$ cat src/rtl/dmem_bus_arbiter.sv
// Two-master data-memory bus arbiter: IDLE -> ACCESS -> RESP, registered strobes, rdata and acks.
// Build option ARB_ROUND_ROBIN_EN swaps the MAX_HOLD starvation counter for round-robin on contention.
module dmem_bus_arbiter #(
  parameter int ADDR_W   = 32,
  parameter int DATA_W   = 32,
  parameter int MAX_HOLD = 4
) (
  input  logic              sysclk,
  input  logic              reset,
  input  logic              m0_req,
  input  logic              m0_wr,
  input  logic [ADDR_W-1:0] m0_addr,
  input  logic [DATA_W-1:0] m0_wdata,
  output logic [DATA_W-1:0] m0_rdata,
  output logic              m0_ack,
  input  logic              m1_req,
  input  logic              m1_wr,
  input  logic [ADDR_W-1:0] m1_addr,
  input  logic [DATA_W-1:0] m1_wdata,
  output logic [DATA_W-1:0] m1_rdata,
  output logic              m1_ack,
  output logic              mem_rd,
  output logic              mem_wr,
  output logic [ADDR_W-1:0] mem_addr,
  output logic [DATA_W-1:0] mem_wdata,
  input  logic [DATA_W-1:0] mem_rdata,
  output logic              grant_id,
  output logic              busy
);

  typedef enum logic [1:0] {
    IDLE   = 2'd0,
    ACCESS = 2'd1,
    RESP   = 2'd2
  } state_t;

  state_t            state;
  logic              cur_wr;
  logic              pick_m1;
  logic              sel_wr;
  logic [ADDR_W-1:0] sel_addr;
  logic [DATA_W-1:0] sel_wdata;

`ifdef ARB_ROUND_ROBIN_EN
  logic last_grant;

  // Reset value 1 makes master 0 win the first contended grant.
  always_comb begin
    pick_m1 = 1'b0;
    if (m1_req && !m0_req)
      pick_m1 = 1'b1;
    else if (m1_req && m0_req)
      pick_m1 = ~last_grant;
  end

  always_ff @(posedge sysclk or negedge reset) begin
    if (!reset)
      last_grant <= 1'b1;
    else if (state == IDLE && (m0_req || m1_req))
      last_grant <= pick_m1;
  end
`else
  logic [3:0] hold_cnt;

  always_comb begin
    pick_m1 = 1'b0;
    if (m1_req && !m0_req)
      pick_m1 = 1'b1;
    else if (m1_req && m0_req)
      pick_m1 = (hold_cnt == 4'(MAX_HOLD));
  end

  // Counts master-0 grants that overtook a waiting master 1; saturates at MAX_HOLD.
  always_ff @(posedge sysclk or negedge reset) begin
    if (!reset)
      hold_cnt <= '0;
    else if (state == IDLE) begin
      if (!m1_req || pick_m1)
        hold_cnt <= '0;
      else if (hold_cnt != 4'(MAX_HOLD))
        hold_cnt <= hold_cnt + 4'd1;
    end
  end
`endif

  always_comb begin
    sel_wr    = pick_m1 ? m1_wr    : m0_wr;
    sel_addr  = pick_m1 ? m1_addr  : m0_addr;
    sel_wdata = pick_m1 ? m1_wdata : m0_wdata;
  end

  always_ff @(posedge sysclk or negedge reset) begin
    if (!reset) begin
      state     <= IDLE;
      cur_wr    <= 1'b0;
      grant_id  <= 1'b0;
      mem_rd    <= 1'b0;
      mem_wr    <= 1'b0;
      mem_addr  <= '0;
      mem_wdata <= '0;
      m0_rdata  <= '0;
      m1_rdata  <= '0;
      m0_ack    <= 1'b0;
      m1_ack    <= 1'b0;
    end else begin
      mem_rd <= 1'b0;
      mem_wr <= 1'b0;
      m0_ack <= 1'b0;
      m1_ack <= 1'b0;
      case (state)
        IDLE: begin
          if (m0_req || m1_req) begin
            grant_id  <= pick_m1;
            cur_wr    <= sel_wr;
            mem_addr  <= sel_addr;
            mem_wdata <= sel_wdata;
            mem_rd    <= ~sel_wr;
            mem_wr    <= sel_wr;
            state     <= ACCESS;
          end
        end
        ACCESS: begin
          // Ack is raised one edge early so it is high during RESP, when mem_rdata is valid.
          if (grant_id)
            m1_ack <= 1'b1;
          else
            m0_ack <= 1'b1;
          state <= RESP;
        end
        RESP: begin
          if (!cur_wr) begin
            if (grant_id)
              m1_rdata <= mem_rdata;
            else
              m0_rdata <= mem_rdata;
          end
          state <= IDLE;
        end
        default: state <= IDLE;
      endcase
    end
  end

  assign busy = (state != IDLE);

endmodule
$ cat config.mk
export PLATFORM = sky130hd
export DESIGN_NAME = dmem_bus_arbiter
export DESIGN_NICKNAME = d
export VERILOG_FILES = /design/src/rtl/dmem_bus_arbiter.sv
export SDC_FILE = /design/constraint.sdc
export NUM_CORES = 1
export LEC_CHECK = 0
export BUFFER_PORTS_ARGS = -buffer_cell sky130_fd_sc_hd__buf_2
export CELL_PAD_IN_SITES_DETAIL_PLACEMENT = 0
export CELL_PAD_IN_SITES_GLOBAL_PLACEMENT = 1
export CORE_MARGIN = 4
export CORE_UTILIZATION = 35
export CTS_CLUSTER_DIAMETER = 100
export DETAILED_ROUTE_END_ITERATION = 10
export GPL_TIMING_DRIVEN = 0
export PLACE_DENSITY = 0.81
export SETUP_SLACK_MARGIN = 0.02
export SYNTH_ARGS = -nofsm -noshare
export SYNTH_HDL_FRONTEND = slang
export SYNTH_SLANG_ARGS = --single-unit
export TNS_END_PERCENT = 5
$ cat constraint.sdc
create_clock -name sysclk -period 1.7 [get_ports sysclk]
set_input_delay 0.255 -clock sysclk [delete_from_list [all_inputs] [get_ports sysclk]]
set_output_delay 0.255 -clock sysclk [all_outputs]
set_load 0.005 [all_outputs]
[Yosys cells after proc, flatten, opt, wreduce, memory -nomap -nowiden]
Cells that the tools add are included.
Storage, ports and cells
  memories: 0
  bits in read-only memories: 0
  latch bits: 0
  bits in writable memories: 0
  input bits: 166
  output and inout bits: 134
  register bits: 140
Cells by class
  shifts and indexed selects: 0
  reduce and logical (&&, ||, !) cells: 13
  muxes and demuxes: 17
  bitwise operators: 3
  multipliers: 0
  equal/unequal tests: 5
  $lt $le $gt $ge: 0
  div/mod/pow operators: 0
  add/subtract/negate cells: 1
Operator list (count)
  two-way mux 32 bit: 2
  two-way mux 1 bit: 11
  two-way mux 4 bit: 2
  AND reduction 3 bit: 2
  adder 4 x 1 -> 4 bit (second input constant): 1
  equality test 4 x 3 -> 1 bit (second input constant): 1
  inequality test 4 x 3 -> 1 bit (second input constant): 1
  one-hot mux 2 bit (2 select lines): 1
  AND reduction 2 bit: 2
  nonzero test 2 bit: 2
  NOT 1 bit: 3
  equality test 2 x 1 -> 1 bit (second input constant): 1
  equality test 2 bit (second input constant): 1
  logical AND 1 bit: 2
  logical NOT 1 bit: 2
  logical NOT 2 bit: 1
  logical OR 1 bit: 2
  two-way mux 2 bit: 1
  inequality test 2 x 1 -> 1 bit (second input constant): 1

[Logic depth before layout (Yosys ltp)]
Gate-level depths: netlist (run 1).
  depth after elaboration: 7
  depth in mapped cells: 7
  depth with buffers taken out: 5

[Worst setup path before layout (run 1)]
No wires, ideal clock.
  path type: register to register
  start point: register state[0]
  end point: register m1_rdata[0]
  clock period less this slack: 1543 ps
  data required time: 1575 ps
  stages on the path, launching flop included: 4
  arrival time: 1418 ps
  slack: 157 ps
  buffers on the path: 1
  cells stage by stage: dfrtp_1 -> nor4b_4 -> buf_6 -> mux2_4
Between the ends
  cells in the longest elaborated chain, start to end: 2
RTL lines
  start: declaration: RTL line 37  | state_t state;
  start signal: assignment: RTL line 94  | state <= IDLE;
  start signal: assignment: RTL line 119  | state <= ACCESS;
  start signal: assignment: RTL line 128  | state <= RESP;
  equality test 2 bit: RTL line 110  | case (state)
  AND reduction 3 bit (no source line)
  end signal: assignment: RTL line 133  | m1_rdata <= mem_rdata;
  end: declaration: RTL line 20  | output logic [DATA_W-1:0] m1_rdata,
No other way between the ends.
A chain may end at the register's enable or synchronous reset.

[Worst setup path after layout (run 1)]
  start point: register grant_id
  end point: register m0_rdata[17]
Between the ends
  cells in the longest elaborated chain, start to end: 2
RTL lines
  start: declaration: RTL line 27  | output logic grant_id,
  start signal: assignment: RTL line 113  | grant_id <= pick_m1;
  NOT 1 bit (no source line)
  AND reduction 3 bit (no source line)
  end signal: assignment: RTL line 135  | m0_rdata <= mem_rdata;
  end: declaration: RTL line 14  | output logic [DATA_W-1:0] m0_rdata,
No other way between the ends.

==> results of run 1 <==
cell usage in the layout (no fill, tap or decap), types with 2 or more instances in the layout:
cell | Yosys | final
buf_8 | 0 | 2
inv_6 | 0 | 4
dfrtp_2 | 0 | 4
clkbuf_1 | 26 | 12
clkbuf_16 | 0 | 17
nand4_1 | 65 | 65
nand3_1 | 66 | 66
o221ai_1 | 54 | 44
o31ai_1 | 2 | 2
clkinv_4 | 0 | 2
nand2b_1 | 2 | 2
mux2_4 | 30 | 60
clkinvlp_4 | 0 | 2
o221ai_2 | 10 | 19
buf_6 | 8 | 13
mux2_1 | 34 | 4
nor4b_4 | 2 | 2
buf_2 | 15 | 312
clkbuf_2 | 0 | 8
buf_4 | 2 | 12
bufinv_16 | 0 | 2
dfrtp_1 | 140 | 136
nand2_1 | 5 | 5
and2_1 | 4 | 3
inv_2 | 1 | 2
inv_1 | 67 | 66
clkinv_2 | 0 | 2
worst paths after layout:
path / to / slack (ns) / depth (start not counted)
max: m0_rdata[17] / 0.09 / 3
min: m0_rdata[0] / 0.08 / 2
max reg2reg: m0_rdata[17] / 0.09 / 3
min reg2reg: m0_rdata[1] / 0.49 / 1
max in group asynchronous: mem_wdata[15] / 0.44 / 3
min in group asynchronous: m1_rdata[10] / 0.51 / 2
registers in the layout (all words and copies together), names as in the netlist, 2 cells and up:
| register | cells |
|---|---|
| mem_addr | 32 |
| mem_wdata | 32 |
| hold_cnt | 4 |
| m1_rdata | 32 |
| state | 2 |
| m0_rdata | 32 |
metrics by stage:
| stage | cell area, sq um | TNS (ns) | std cells | hold slack [ns] |
|---|---|---|---|---|
| floorplan | 6520 | 0 | 555 | -0.0406 |
| global placement | 8300 | -243.11 | 1083 | 0.462 |
| detailed placement | 8340 | -8.13 | 1084 | 0.386 |
| CTS | 8990 | 0 | 1119 | 0.0519 |
| global route | 9270 | -0.0451 | 1122 | 0.0564 |
| finish | 9270 | 0 | 1122 | 0.0788 |
final cells by class:
class                           instances  area share [%]
Clock inverter                         12            1.49
Tap cell                              229            3.09
Buffer                                 55            4.16
Timing Repair Buffer                  308            17.2
Multi-Input combinational cell        291            28.7
Clock buffer                           19            4.78
Sequential cell                       140            37.9
Inverter                               68            2.75
layer usage:
metal,global-route usage [%],wire [microns]
met5,0,0
met4,5.30,303
met1,23.4,8560
met2,33.4,10600
met3,7.01,1840
cells in the mapped netlist (all sizes together) (2+ instances only):
cell type	instances
dfrtp	140
inv	68
nand3	66
nand4	65
mux2	64
o221ai	64
buf	30
clkbuf	26
nand2	5
and2	4
ha	2
nand2b	2
nor4b	2
o31ai	2
worst max-delay path, stage by stage (launching register included):
cell and delay (ns):
dfrtp_2 0.44, nor4b_4 0.48, buf_6 0.25, mux2_4 0.32
cell families (layout without fill, tap and decap cells):
| kind of cell | after synthesis | after routing | share of synthesized area [%] |
|---|---|---|---|
| flip-flops | 140 | 140 | 53.7 |
| multiplexers | 65 | 65 | 12.9 |
| buffers and inverters | 124 | 462 | 8.46 |
| AND/OR/NAND/NOR | 151 | 151 | 13.8 |
| AO/OA/AOI/OAI | 73 | 73 | 10.7 |
| adder cells (fa/ha/maj) | 2 | 2 | 0.384 |
power breakdown:
| part | leakage, nW | switching, mW | internal, mW |
|---|---|---|---|
| clock network | 0.281 | 1.47 | 2.21 |
| registers | 1.74 | 0.881 | 4.92 |
| logic | 2.61 | 3.45 | 3.67 |
| total | 4.63 | 5.80 | 10.8 |
timing repair:
action                     in CTS  in global routing
gates resized for setup        24                 74
pin swaps                       1                  7
hold buffers                    1                  0
buffers inserted                3                  4
hold endpoints to repair       87                  0
setup endpoints to repair     122                121
==> impl_metrics.env, run 1 <==
export IMPL_grt_pass1_wl_microns=31800
export IMPL_yosys_warnings=0
export IMPL_ios=300
export IMPL_firstDrtPassIters=5
export IMPL_num_antenna_cells=0
export IMPL_worst_slack_ns=0.0887
export IMPL_synth_distinct_cells=35
export IMPL_r2r_start="grant_id"
export IMPL_hold_start="mem_rdata[0]"
export IMPL_leakage_nw=4.63
export IMPL_pre_cts_slack_ns=-0.192
export IMPL_synth_top_area_share_pct=53.7
export IMPL_die_h_microns=144
export IMPL_cp_end_kind="flip-flop"
export IMPL_syn_area_per_cell_sq_um=11.7
export IMPL_drt_wirelength_per_cell_microns=18.9
export IMPL_syn_inst=555
export IMPL_antenna_found_initial=0
export IMPL_total_power_mw=16.6
export IMPL_synth_area_top_cells="dfrtp_1 54%, o221ai_1 7.3%, mux2_4 6.9%, nand4_1 6.2%, mux2_1 5.9%"
export IMPL_drtAntennaViolNets=0
export IMPL_ys_seq_elements=140
export IMPL_nNetsFinal=1049
export IMPL_start_util_pct=35.9
export IMPL_die_w_microns=144
export IMPL_startpoint_type="flip-flop"
export IMPL_die_area_sq_um=20900
export IMPL_cts_sinks=140
export IMPL_rsz0062_at_grt="true"
export IMPL_finalMaxSlewViolations=0
export IMPL_cts_max_level=4
export IMPL_clkLatencyLatePin_ns=0.42
export IMPL_placement_rows=49
export IMPL_track_usage_pct=19.6
export IMPL_wirelength_microns=21300
export IMPL_powerDensity_nw_per_um2=1790
export IMPL_drtIter0Drc=206
export IMPL_area_growth_pct=42.1
export IMPL_synth_async_reset_ratio_pct=100
export IMPL_hold_path_class="in2reg"
export IMPL_vdd_drop_max_v=0.000666
export IMPL_path_max_fanout=10
export IMPL_period_share_pct=94.8
export IMPL_vias_per_cell=5.18
export IMPL_grt_start_max_net_pins=89
export IMPL_cp_required_ns=2.00
export IMPL_max_slew_margin_pct=44.8
export IMPL_final_core_util_pct=51.1
export IMPL_crit_type="reg2reg"
export IMPL_clock_fmax_mhz=621
export IMPL_grt_pass1_vias=5987
export IMPL_hold_viol=0
export IMPL_hpwl_microns=15700
export IMPL_n_fill_cell=1650
export IMPL_cts_buffer_depth=2
export IMPL_ys_seq_area_share_pct=53.7
export IMPL_place_gp_congestion=0.806
export IMPL_clkTransAtPathRegs_ns=0.06
export IMPL_synth_top_flop_cell="dfrtp_1"
export IMPL_fp_coreArea_sq_um=18100
export IMPL_post_route_drc_count=0
export IMPL_synth_edf_count=0
export IMPL_grt_overflow_total=0
export IMPL_setup_violations_final=0
export IMPL_drive_gt1_share_pct=53.1
export IMPL_multi_input_area_sq_um=2660
export IMPL_cp_startpoint="grant_id"
export IMPL_regArea_sq_um=3510
export IMPL_drv_cap=0
export IMPL_synth_top_cell_by_area="dfrtp_1"
export IMPL_critPathArrivalTime_ns=1.91
export IMPL_tightest_slew_ns=0.829
export IMPL_vias=5812
export IMPL_fin_worst_skew_ns=0.00831
export IMPL_cts_inserted_buffers=17
export IMPL_status="completed"
export IMPL_io_buffers=299
export IMPL_clock_root_buffer="clkbuf_16"
export IMPL_syn_nets=723
export IMPL_cts_tree="built"
export IMPL_min_period_ns=1.61
export IMPL_syn_cell_area_sq_um=6520
Power figures use the tool's default switching activity.
==> run 2, diff against run 1 <==
--- a/config.mk
+++ b/config.mk
@@ -5,11 +5,12 @@
 export SDC_FILE = /design/constraint.sdc
 export NUM_CORES = 1
 export LEC_CHECK = 0
+export ABC_AREA = 1
 export BUFFER_PORTS_ARGS = -buffer_cell sky130_fd_sc_hd__buf_2
 export CELL_PAD_IN_SITES_DETAIL_PLACEMENT = 0
 export CELL_PAD_IN_SITES_GLOBAL_PLACEMENT = 1
 export CORE_MARGIN = 4
-export CORE_UTILIZATION = 35
+export CORE_UTILIZATION = 33
 export CTS_CLUSTER_DIAMETER = 100
 export DETAILED_ROUTE_END_ITERATION = 10
 export GPL_TIMING_DRIVEN = 0
==> impl_metrics.env, run 2 <==
export IMPL_ys_seq_elements=140
export IMPL_drive_gt1_share_pct=32.4
export IMPL_synth_top_cell_by_area="dfrtp_1"
export IMPL_r2r_start="hold_cnt[0]"
export IMPL_path_max_fanout=10
export IMPL_clkLatencyLatePin_ns=0.41
export IMPL_startpoint_type="flip-flop"
export IMPL_start_util_pct=33.8
export IMPL_synth_top_area_share_pct=53.0
export IMPL_cp_end_kind="flip-flop"
export IMPL_grt_start_max_net_pins=74
export IMPL_whs_ns=0.100
export IMPL_track_usage_pct=18.2
export IMPL_drv_cap=0
export IMPL_cts_tree="built"
export IMPL_cp_required_ns=1.99
export IMPL_io_buffers=298
export IMPL_placement_rows=51
export IMPL_r2r_end="mem_addr[28]"
export IMPL_syn_cell_area_sq_um=6610
export IMPL_final_cell_mix="311 x buf_2, 266 x nand2_1, 171 x inv_1"
export IMPL_hold_start="mem_rdata[29]"
export IMPL_ys_seq_area_share_pct=53.0
export IMPL_n_fill_cell=2063
export IMPL_hold_path_class="in2reg"
export IMPL_fp_coreArea_sq_um=19600
export IMPL_fin_worst_skew_ns=0.00719
export IMPL_crit_type="reg2reg"
export IMPL_met1_usage_pct=23.2
export IMPL_post_route_drc_count=0
export IMPL_drtIter0Drc=271
export IMPL_stdcell_area_sq_um=9160
export IMPL_cts_inserted_buffers=17
export IMPL_clkTransAtPathRegs_ns=0.06
export IMPL_antenna_found_initial=0
export IMPL_cts_buffer_depth=2
export IMPL_yosys_warnings=0
export IMPL_syn_inst=846
export IMPL_synth_common_cells="268 x nand2_1, 172 x inv_1, 140 x dfrtp_1"
export IMPL_die_w_microns=150
export IMPL_final_common_cell="buf_2"
export IMPL_total_power_mw=15.4
export IMPL_drtAntennaViolNets=0
export IMPL_grt_overflow_total=0
export IMPL_synth_edf_count=0
export IMPL_hold_viol=0
export IMPL_firstDrtPassIters=7
export IMPL_placed_cells=1410
export IMPL_rsz0062_at_grt="true"
export IMPL_grt_use_met2_pct=30.1
export IMPL_clock_root_buffer="clkbuf_16"
export IMPL_yosysMostFrequentCell="nand2_1"
export IMPL_synth_distinct_cells=22
export IMPL_r2r_cells=10
export IMPL_grt_pass1_vias=6210
export IMPL_wirelength_microns=20400
export IMPL_vias=6263
export IMPL_status="completed"
export IMPL_setup_violations_final=0
export IMPL_nNetsFinal=1334
export IMPL_vdd_drop_max_v=0.000562
export IMPL_num_antenna_cells=0
export IMPL_cts_max_level=4
export IMPL_hpwl_microns=15700
export IMPL_hold_path_cell_count=3
export IMPL_instances_no_fill=1444
export IMPL_tightest_slew_ns=0.659
export IMPL_syn_nets=1014
export IMPL_whs_endpoint="m0_rdata[29]"
export IMPL_max_slew_margin_pct=56.0
export IMPL_met3_usage_pct=5.94
export IMPL_place_gp_congestion=0.853
export IMPL_cts_sinks=140
export IMPL_leakage_nw=5.55
export IMPL_grt_pass1_wl_microns=32100
export IMPL_powerDensity_nw_per_um2=1690
export IMPL_synth_async_reset_ratio_pct=100
export IMPL_die_area_sq_um=22400
export IMPL_finalMaxSlewViolations=0
export IMPL_synth_top_flop_cell="dfrtp_1"
export IMPL_syn_area_per_cell_sq_um=7.82
export IMPL_vias_per_cell=4.34
export IMPL_die_h_microns=150
export IMPL_placed_area_sq_um=8470
export IMPL_area_growth_pct=38.5
export IMPL_synth_area_top_cells="dfrtp_1 53%, nand2_1 15%, nand3_1 10%, inv_1 9.8%, o21ai_1 4.9%"
export IMPL_min_period_ns=1.62
export IMPL_period_share_pct=95.4
export IMPL_rrSetupSlack_ns=0.08
export IMPL_final_core_util_pct=46.8
export IMPL_ios=300
export IMPL_critPathArrivalTime_ns=1.92
export IMPL_top_usage_layer="met2"
export IMPL_clock_fmax_mhz=617
export IMPL_drt_wirelength_per_cell_microns=14.1
## run 2: where the power goes
group / switching (mW) / internal, mW / leakage [nW]
registers: 0.930 / 4.98 / 1.71
logic: 3.22 / 2.58 / 3.57
clock network: 1.48 / 2.25 / 0.276
## run 2: through the flow
step / setup WS [ns] / setup TNS (ns)
2_1_floorplan: 0.265 / 0
3_3_place_gp: -1.72 / -239.87
3_5_place_dp: -0.0946 / -0.432
4_1_cts: -0.0156 / -0.0727
5_1_grt: -0.0466 / -0.561
6_report: 0.0787 / 0
## run 2: final cells by class
type                            count  area (sq um)  share of cell area, %
Sequential cell                   140          3500                   38.3
Multi-Input combinational cell    485          2150                   23.5
Timing Repair Buffer              301          1540                   16.8
Inverter                          173           649                   7.09
Clock buffer                       20           457                   4.98
Buffer                             48           385                   4.21
Tap cell                          265           332                   3.62
Clock inverter                     12           140                   1.53
## run 2: logic make-up (layout without fill, tap and decap cells)
logic type	after synthesis	after routing	synth area share, %
AOI/OAI and AO/OA	69	69	5.41
adders and majority gates	2	2	0.378
buffers and inverters	221	554	14.6
xor gates and xnor gates	2	2	0.265
and+or+nand+nor	412	412	26.3
DFF	140	140	53.0
## run 2: worst max path at each step
stage | from | cells past startpoint | end | slack (ns)
finish | hold_cnt[0] | 10 | mem_addr[28] | 0.08
global route | hold_cnt[0] | 9 | mem_addr[11] | -0.05
CTS | hold_cnt[0] | 10 | mem_addr[15] | -0.02
detailed placement | hold_cnt[0] | 10 | mem_addr[28] | -0.09
global placement | reset | 1 | mem_addr[22] | -1.72
floorplan | hold_cnt[0] | 10 | mem_addr[22] | 0.27
## run 2: timing repair
| item | CTS | global route |
|---|---|---|
| hold buffers | 1 | 0 |
| pin swaps | 0 | 1 |
| endpoints found under the hold margin | 67 | 0 |
| setup endpoints to repair | 42 | 62 |
| gates resized for setup | 8 | 26 |
| setup buffers | 0 | 1 |
## run 2: layer usage
layer  up-vias  routed length, microns
li1       3199                       -
met1      2828                    8710
met2       220                    9580
met3        16                    1910
met4         0                     200
met5         -                       0
## run 2: worst max-delay path: stages, from the launching register on
cell and delay, ns:
dfrtp_1 0.40, inv_1 0.07, ha_1 0.19, nand3_1 0.11, nand2_2 0.09, nand2_2 0.11
buf_8 0.16, buf_6 0.15, nand2_1 0.06, nand3_1 0.09, nand2_1 0.07
